===== src/rtl/button_conditioner_pkg.sv =====
// Shared types and default timing for the push-button conditioning stage.
// Timing defaults are derived from the 25 MHz vga_clk.
package button_conditioner_pkg;

  localparam int CLK_HZ = 25_000_000;

  localparam int DEF_DEBOUNCE_CYCLES = CLK_HZ / 100;     // 10 ms
  localparam int DEF_REPEAT_DELAY    = CLK_HZ * 3 / 10;  // 300 ms
  localparam int DEF_REPEAT_PERIOD   = CLK_HZ / 10;      // 100 ms
  localparam int DEF_FIRE_LOCKOUT    = CLK_HZ / 5;       // 200 ms
  localparam int DEF_CNT_W           = 23;

  typedef enum logic [1:0] {
    RPT_IDLE   = 2'd0,
    RPT_FIRST  = 2'd1,
    RPT_REPEAT = 2'd2
  } rpt_state_t;

  typedef enum logic {
    F_READY   = 1'b0,
    F_LOCKOUT = 1'b1
  } fire_state_t;

endpackage


===== src/rtl/button_conditioner_if.sv =====
// Raw buttons in, debounced levels and single-cycle events out.
// master = button source / consumer side, slave = the conditioner.
interface button_conditioner_if;
  logic izq_raw;
  logic der_raw;
  logic fire_raw;
  logic izq_level;
  logic der_level;
  logic fire_level;
  logic izq_step;
  logic der_step;
  logic fire_pulse;
  logic fire_ready;

  modport master (
    output izq_raw, der_raw, fire_raw,
    input  izq_level, der_level, fire_level,
    input  izq_step, der_step, fire_pulse, fire_ready
  );

  modport slave (
    input  izq_raw, der_raw, fire_raw,
    output izq_level, der_level, fire_level,
    output izq_step, der_step, fire_pulse, fire_ready
  );
endinterface


===== src/rtl/button_conditioner_debounce_channel.sv =====
// One button channel: 2-flop synchroniser, debounce counter, stable level.
// rise/fall flag the cycle whose clock edge flips the stable level.
module debounce_channel
  import button_conditioner_pkg::*;
#(
  parameter int DEBOUNCE_CYCLES = DEF_DEBOUNCE_CYCLES,
  parameter int CNT_W           = DEF_CNT_W
) (
  input  logic vga_clk,
  input  logic reset,
  input  logic raw,
  output logic level,
  output logic rise,
  output logic fall
);

  logic             sync_p0;
  logic             sync_p1;
  logic [CNT_W-1:0] cnt;
  logic             differ;
  logic             settle;

  assign differ = sync_p1 ^ level;
  assign settle = differ && (cnt == CNT_W'(DEBOUNCE_CYCLES - 1));
  assign rise   = settle & ~level;
  assign fall   = settle &  level;

  always_ff @(posedge vga_clk or negedge reset) begin
    if (!reset) begin
      sync_p0 <= 1'b0;
      sync_p1 <= 1'b0;
      level   <= 1'b0;
      cnt     <= '0;
    end else begin
      sync_p0 <= raw;
      sync_p1 <= sync_p0;
      if (!differ || settle) cnt <= '0;
      else                   cnt <= cnt + 1'b1;
      if (settle) level <= ~level;
    end
  end

endmodule


===== src/rtl/button_conditioner.sv =====
// Push-button conditioner: debounced levels, hold-to-repeat move steps
// and a rate-limited fire pulse, all registered in the vga_clk domain.
module button_conditioner
  import button_conditioner_pkg::*;
#(
  parameter int DEBOUNCE_CYCLES = DEF_DEBOUNCE_CYCLES,
  parameter int REPEAT_DELAY    = DEF_REPEAT_DELAY,
  parameter int REPEAT_PERIOD   = DEF_REPEAT_PERIOD,
  parameter int FIRE_LOCKOUT    = DEF_FIRE_LOCKOUT,
  parameter int CNT_W           = DEF_CNT_W
) (
  input logic                 vga_clk,
  input logic                 reset,
  button_conditioner_if.slave btn
);

  logic [2:0] raw;
  logic [2:0] lvl;
  logic [2:0] rise;
  logic [2:0] fall;
  logic [1:0] mv_nxt;
  logic       both_held;

  assign raw = {btn.fire_raw, btn.der_raw, btn.izq_raw};

  for (genvar c = 0; c < 3; c++) begin : g_chan
    debounce_channel #(
      .DEBOUNCE_CYCLES(DEBOUNCE_CYCLES),
      .CNT_W          (CNT_W)
    ) u_chan (
      .vga_clk(vga_clk),
      .reset  (reset),
      .raw    (raw[c]),
      .level  (lvl[c]),
      .rise   (rise[c]),
      .fall   (fall[c])
    );
  end

  // Gate on the levels being registered this edge so step and level agree.
  assign mv_nxt    = (lvl[1:0] | rise[1:0]) & ~fall[1:0];
  assign both_held = mv_nxt[0] & mv_nxt[1];

  rpt_state_t       rstate [2];
  logic [CNT_W-1:0] rcnt   [2];
  logic [1:0]       step_q;

  always_ff @(posedge vga_clk or negedge reset) begin
    if (!reset) begin
      for (int i = 0; i < 2; i++) begin
        rstate[i] <= RPT_IDLE;
        rcnt[i]   <= '0;
      end
      step_q <= 2'b00;
    end else begin
      for (int i = 0; i < 2; i++) begin
        step_q[i] <= 1'b0;
        if (fall[i]) begin
          rstate[i] <= RPT_IDLE;
          rcnt[i]   <= '0;
        end else begin
          case (rstate[i])
            RPT_IDLE: if (rise[i]) begin
              rstate[i] <= RPT_FIRST;
              rcnt[i]   <= CNT_W'(REPEAT_DELAY - 1);
              step_q[i] <= ~both_held;
            end
            RPT_FIRST, RPT_REPEAT: if (rcnt[i] == '0) begin
              rstate[i] <= RPT_REPEAT;
              rcnt[i]   <= CNT_W'(REPEAT_PERIOD - 1);
              step_q[i] <= ~both_held;
            end else begin
              rcnt[i] <= rcnt[i] - 1'b1;
            end
            default: rstate[i] <= RPT_IDLE;
          endcase
        end
      end
    end
  end

  fire_state_t      fstate;
  logic [CNT_W-1:0] fcnt;
  logic             pulse_q;
  logic             ready_q;

  // ready_q lags fstate by one cycle, so lockout leaves one edge early.
  always_ff @(posedge vga_clk or negedge reset) begin
    if (!reset) begin
      fstate  <= F_READY;
      fcnt    <= '0;
      pulse_q <= 1'b0;
      ready_q <= 1'b1;
    end else begin
      pulse_q <= 1'b0;
      ready_q <= (fstate == F_READY);
      case (fstate)
        F_READY: if (rise[2]) begin
          fstate  <= F_LOCKOUT;
          fcnt    <= CNT_W'(FIRE_LOCKOUT - 2);
          pulse_q <= 1'b1;
        end
        F_LOCKOUT: if (fcnt == '0) fstate <= F_READY;
                   else            fcnt   <= fcnt - 1'b1;
        default: fstate <= F_READY;
      endcase
    end
  end

  assign btn.izq_level  = lvl[0];
  assign btn.der_level  = lvl[1];
  assign btn.fire_level = lvl[2];
  assign btn.izq_step   = step_q[0];
  assign btn.der_step   = step_q[1];
  assign btn.fire_pulse = pulse_q;
  assign btn.fire_ready = ready_q;

endmodule


===== src/flat_wrapper.sv =====
// flat-port wrapper written by rule: the top's interface ports become plain ports
module button_conditioner_flat import button_conditioner_pkg::*;
#(
  parameter int DEBOUNCE_CYCLES = DEF_DEBOUNCE_CYCLES,
  parameter int REPEAT_DELAY    = DEF_REPEAT_DELAY,
  parameter int REPEAT_PERIOD   = DEF_REPEAT_PERIOD,
  parameter int FIRE_LOCKOUT    = DEF_FIRE_LOCKOUT,
  parameter int CNT_W           = DEF_CNT_W
)
  (vga_clk, reset, btn_izq_raw, btn_der_raw, btn_fire_raw, btn_izq_level, btn_der_level, btn_fire_level, btn_izq_step, btn_der_step, btn_fire_pulse, btn_fire_ready);
  button_conditioner_if btn_i ();
  input logic vga_clk;
  input logic reset;
  input wire logic [$bits(btn_i.izq_raw)-1:0] btn_izq_raw;
  input wire logic [$bits(btn_i.der_raw)-1:0] btn_der_raw;
  input wire logic [$bits(btn_i.fire_raw)-1:0] btn_fire_raw;
  output wire logic [$bits(btn_i.izq_level)-1:0] btn_izq_level;
  output wire logic [$bits(btn_i.der_level)-1:0] btn_der_level;
  output wire logic [$bits(btn_i.fire_level)-1:0] btn_fire_level;
  output wire logic [$bits(btn_i.izq_step)-1:0] btn_izq_step;
  output wire logic [$bits(btn_i.der_step)-1:0] btn_der_step;
  output wire logic [$bits(btn_i.fire_pulse)-1:0] btn_fire_pulse;
  output wire logic [$bits(btn_i.fire_ready)-1:0] btn_fire_ready;
  assign btn_i.izq_raw = btn_izq_raw;
  assign btn_i.der_raw = btn_der_raw;
  assign btn_i.fire_raw = btn_fire_raw;
  assign btn_izq_level = btn_i.izq_level;
  assign btn_der_level = btn_i.der_level;
  assign btn_fire_level = btn_i.fire_level;
  assign btn_izq_step = btn_i.izq_step;
  assign btn_der_step = btn_i.der_step;
  assign btn_fire_pulse = btn_i.fire_pulse;
  assign btn_fire_ready = btn_i.fire_ready;
  button_conditioner #(.DEBOUNCE_CYCLES(DEBOUNCE_CYCLES), .REPEAT_DELAY(REPEAT_DELAY), .REPEAT_PERIOD(REPEAT_PERIOD), .FIRE_LOCKOUT(FIRE_LOCKOUT), .CNT_W(CNT_W)) u_core (.vga_clk(vga_clk), .reset(reset), .btn(btn_i));
endmodule

===== config.mk =====
export PLATFORM = sky130hd
export DESIGN_NAME = button_conditioner_flat
export DESIGN_NICKNAME = d
export VERILOG_FILES = /design/src/rtl/button_conditioner_pkg.sv /design/src/rtl/button_conditioner_if.sv /design/src/rtl/button_conditioner_debounce_channel.sv /design/src/rtl/button_conditioner.sv /design/src/flat_wrapper.sv
export SDC_FILE = /design/constraint.sdc
export NUM_CORES = 1
export LEC_CHECK = 0
export BUFFER_PORTS_ARGS = -buffer_cell sky130_fd_sc_hd__buf_2
export CAP_MARGIN = 20
export CORE_ASPECT_RATIO = 0.9
export CORE_MARGIN = 4
export CORE_UTILIZATION = 50
export DETAILED_ROUTE_END_ITERATION = 7
export PLACE_DENSITY = 0.68
export SYNTH_ARGS = -nofsm -noshare
export SYNTH_HDL_FRONTEND = slang
export SYNTH_SLANG_ARGS = --single-unit

===== constraint.sdc =====
create_clock -name vga_clk -period 2.1 [get_ports vga_clk]
set_input_delay 0.21 -clock vga_clk [delete_from_list [all_inputs] [get_ports vga_clk]]
set_output_delay 0.21 -clock vga_clk [all_outputs]
set_load 0.02 [all_outputs]

==> out/metrics.yaml <==
power:
  p_leak_nw: 5.14
  switchingPower_w: 0.00138
  switching_share_pct: 21.6
  p_seq_share_pct: 47.7
  pwr-share-clk_pct: 49.5
  vdd_drop_max_mv: 0.572
  p_int_w: 0.00500
  p_comb_share_pct: 2.8
  power.density_mw_per_mm2: 586
clocking:
  clk_path_buf_depth: 2
  cts_max_level: 4
  clk_pin_slew_ps: 60
  cts_tree: "built"
  root_buffer: "clkbuf_16"
  cts_buffers: 17
  cts.sinks: 156
  clk_latency_ps: 420
global_route:
  grt_use_total_pct: 21.5
  grt_overflow: 0
  grt_pass1_vias: 6820
  grt_pass1_wl_um: 32300
  antenna_found_initial: 0
  grt_max_degree: 53
status:
  status: "complete, but fails checks"
  violations: "negative setup slack"
layout:
  drive_gt1_share_pct: 27.8
  insertedDiodeCount: 0
  nets: 1065
  layout_commonest_cell: "dfrtp_1"
  final_cell_mix: "dfrtp_1 (155), buf_4 (147), nor2_1 (108)"
  fillers: 1265
  syn_to_final_growth_pct: 32.1
detailed_routing:
  drt-pass1-iter-count: 5
  num_vias: 7098
  routed_wl_um: 19300
  wl_per_cell_um: 15.2
  ant_nets: 0
  via_per_inst: 5.61
  drc: 0
  dr.first_iter.drc_count: 460
timing:
  layout_setup_ws_ps: -203
  clock_skew_ps: 8.63
  hold_viol_final: 0
  max-slew-margin-rel_pct: 66.1
  grt_setup_unrepaired: "true"
  fin_setup_tns_ps: -3240
  worst_pin_slew_ps: 508
  slew_viol_final: 0
  fin_crit_ps: 2300
  finalCritPeriodShare_pct: 110
  timing.fmax_ghz: 0.434
  setup_viol: 29
worst_setup_path:
  path_max_fanout: 4
  path_class: "flip-flop to flip-flop"
  timing.rr.end: "u_core.rcnt[35]"
  start_kind: "flip-flop"
  rr_worst_depth: 7
  worstSetupEndpointType: "flip-flop"
  rr_startpoint: "u_core.rcnt[36]"
  rrSetupSlack_ps: -200
  arrival_ps: 2610
  crit_required_ps: 2410
synth:
  ys_seq_area_share_pct: 47.5
  netlist_instances: 867
  synth_flop_cell: "dfrtp_1"
  synth_nets: 887
  async_reset_ff_share_pct: 100
  synth_edf_count: 0
  synth_area_per_cell_um2: 9.49
  synthesis.area_mm2: 0.00823
  synth-seq-cells: 156
  synth.distinct_cells: 67
  yosysWarnings: 0
run:
  drv_cap: 0
die:
  io_pins: 12
  die_y_um: 130
  dieArea_mm2: 0.0186
  core_mm2: 0.0161
  start_util_pct: 51.0
  die-width_um: 143
  fp-row-count: 44
worst_hold_path:
  hp-class: "input port to asynchronous set/reset pin"
place:
  port_buffers: 11
  dp_slack_ps: -179
  hpwlAfterDp_um: 13000
  gp_congestion: 0.897
==> cell usage after synthesis, types with 19 or more instances <==
cell type,instances,area share (%)
nand2_1,70,3.2
nand4_1,20,1.5
dfrtp_1,155,47
nor2_1,115,5.2
o21ai_0,47,2.9
and3_1,26,2.0
xnor2_1,34,3.6
nor4_1,19,1.4
xor2_1,53,5.6
nand3_1,43,2.6
a21oi_1,24,1.5
inv_1,23,1.0
nor3_1,26,1.6
==> worst max-delay path by stage <==
stage	start	endpoint	slack, ps	cells after the start
2_1_floorplan	u_core.fcnt[3]	u_core.fcnt[18]	-120	6
3_3_place_gp	u_core.rcnt[36]	u_core.rcnt[45]	-160	7
3_5_place_dp	u_core.rcnt[36]	u_core.rcnt[26]	-180	8
4_1_cts	u_core.rcnt[36]	u_core.rcnt[45]	-190	7
5_1_grt	u_core.rcnt[36]	u_core.rcnt[25]	-270	8
6_report	u_core.rcnt[36]	u_core.rcnt[35]	-200	7
==> cell type report <==
type	count	area, um^2	area share, %
Inverter	23	86.3	0.794
Clock inverter	13	168	1.54
Sequential cell	156	3910	35.9
Timing Repair Buffer	178	1460	13.4
Tap cell	207	259	2.38
Multi-Input combinational cell	669	4550	41.8
Clock buffer	19	443	4.08
==> power by group through the flow <==
stage               logic [W]  clock network (W)  registers (W)
floorplan           0.0000508                  0        0.00310
global placement     0.000171                  0        0.00309
detailed placement   0.000173                  0        0.00310
CTS                  0.000180            0.00323        0.00304
global route         0.000203            0.00335        0.00304
finish               0.000178            0.00315        0.00304
==> worst max-delay path, stage by stage, from the launching register on <==
cell and delay [ps]:
dfrtp_1 380, or4_4 550, or4_4 470, buf_12 150
nor3_4 190, buf_4 160, o21ai_1 60, a32o_1 230
==> logic make-up (layout without fill, tap and decap cells) <==
logic type / count (synthesis) / count (layout) / share of synthesized area [%]
simple gates: 412 / 412 / 26.5
flops: 156 / 156 / 47.5
compound gates: 152 / 152 / 12.2
xor+xnor: 87 / 87 / 9.26
buf+inv: 42 / 233 / 1.95
fa+ha+maj: 15 / 15 / 2.28
mux: 3 / 3 / 0.380
==> state kept, by name, summed over array words and instances, names as in the netlist <==
signal,cells
u_core.g_chan.u_chan.sync_p0,3
u_core.fstate,1
u_core.g_chan.u_chan.sync_p1,3
u_core.g_chan.u_chan.level,3
u_core.rstate,4
u_core.rcnt,46
u_core.step_q,2
u_core.g_chan.u_chan.cnt,69
u_core.btn.fire_pulse,1
u_core.fcnt,23
u_core.btn.fire_ready,1
==> repair_timing <==
action,CTS,global route
hold buffers,4,0
hold endpoints to repair,51,0
endpoints found under the setup margin,36,87
buffers inserted,4,10
pin swaps,14,20
gates cloned,0,1
gates resized for setup,22,65
==> layer usage <==
metal | wire (um) | part of all wire [%] | GRT usage [%] | vias to the layer above
met5 | 0 | 0 | 0 | -
met4 | 238 | 1.2 | 6.54 | 0
met3 | 683 | 3.5 | 4.10 | 20
met2 | 8990 | 47 | 33.7 | 129
met1 | 9340 | 49 | 30.6 | 3461
li1 | - | - | - | 3488
==> metrics by stage <==
| stage | total power [W] | util [%] | hold slack (ps) | instances | cell area, um^2 |
|---|---|---|---|---|---|
| after global placement | 0.00327 | 60.3 | 202 | 1216 | 9720 |
| after CTS | 0.00645 | 65.2 | 316 | 1255 | 10500 |
| after floorplan | 0.00315 | - | -85.6 | 867 | 8270 |
| after detailed placement | 0.00327 | 60.3 | 201 | 1216 | 9720 |
| final | 0.00637 | 67.4 | 309 | 1265 | 10900 |
| after global routing | 0.00660 | 67.4 | 341 | 1265 | 10900 |
Note: power is estimated with default switching activity, not from simulation.
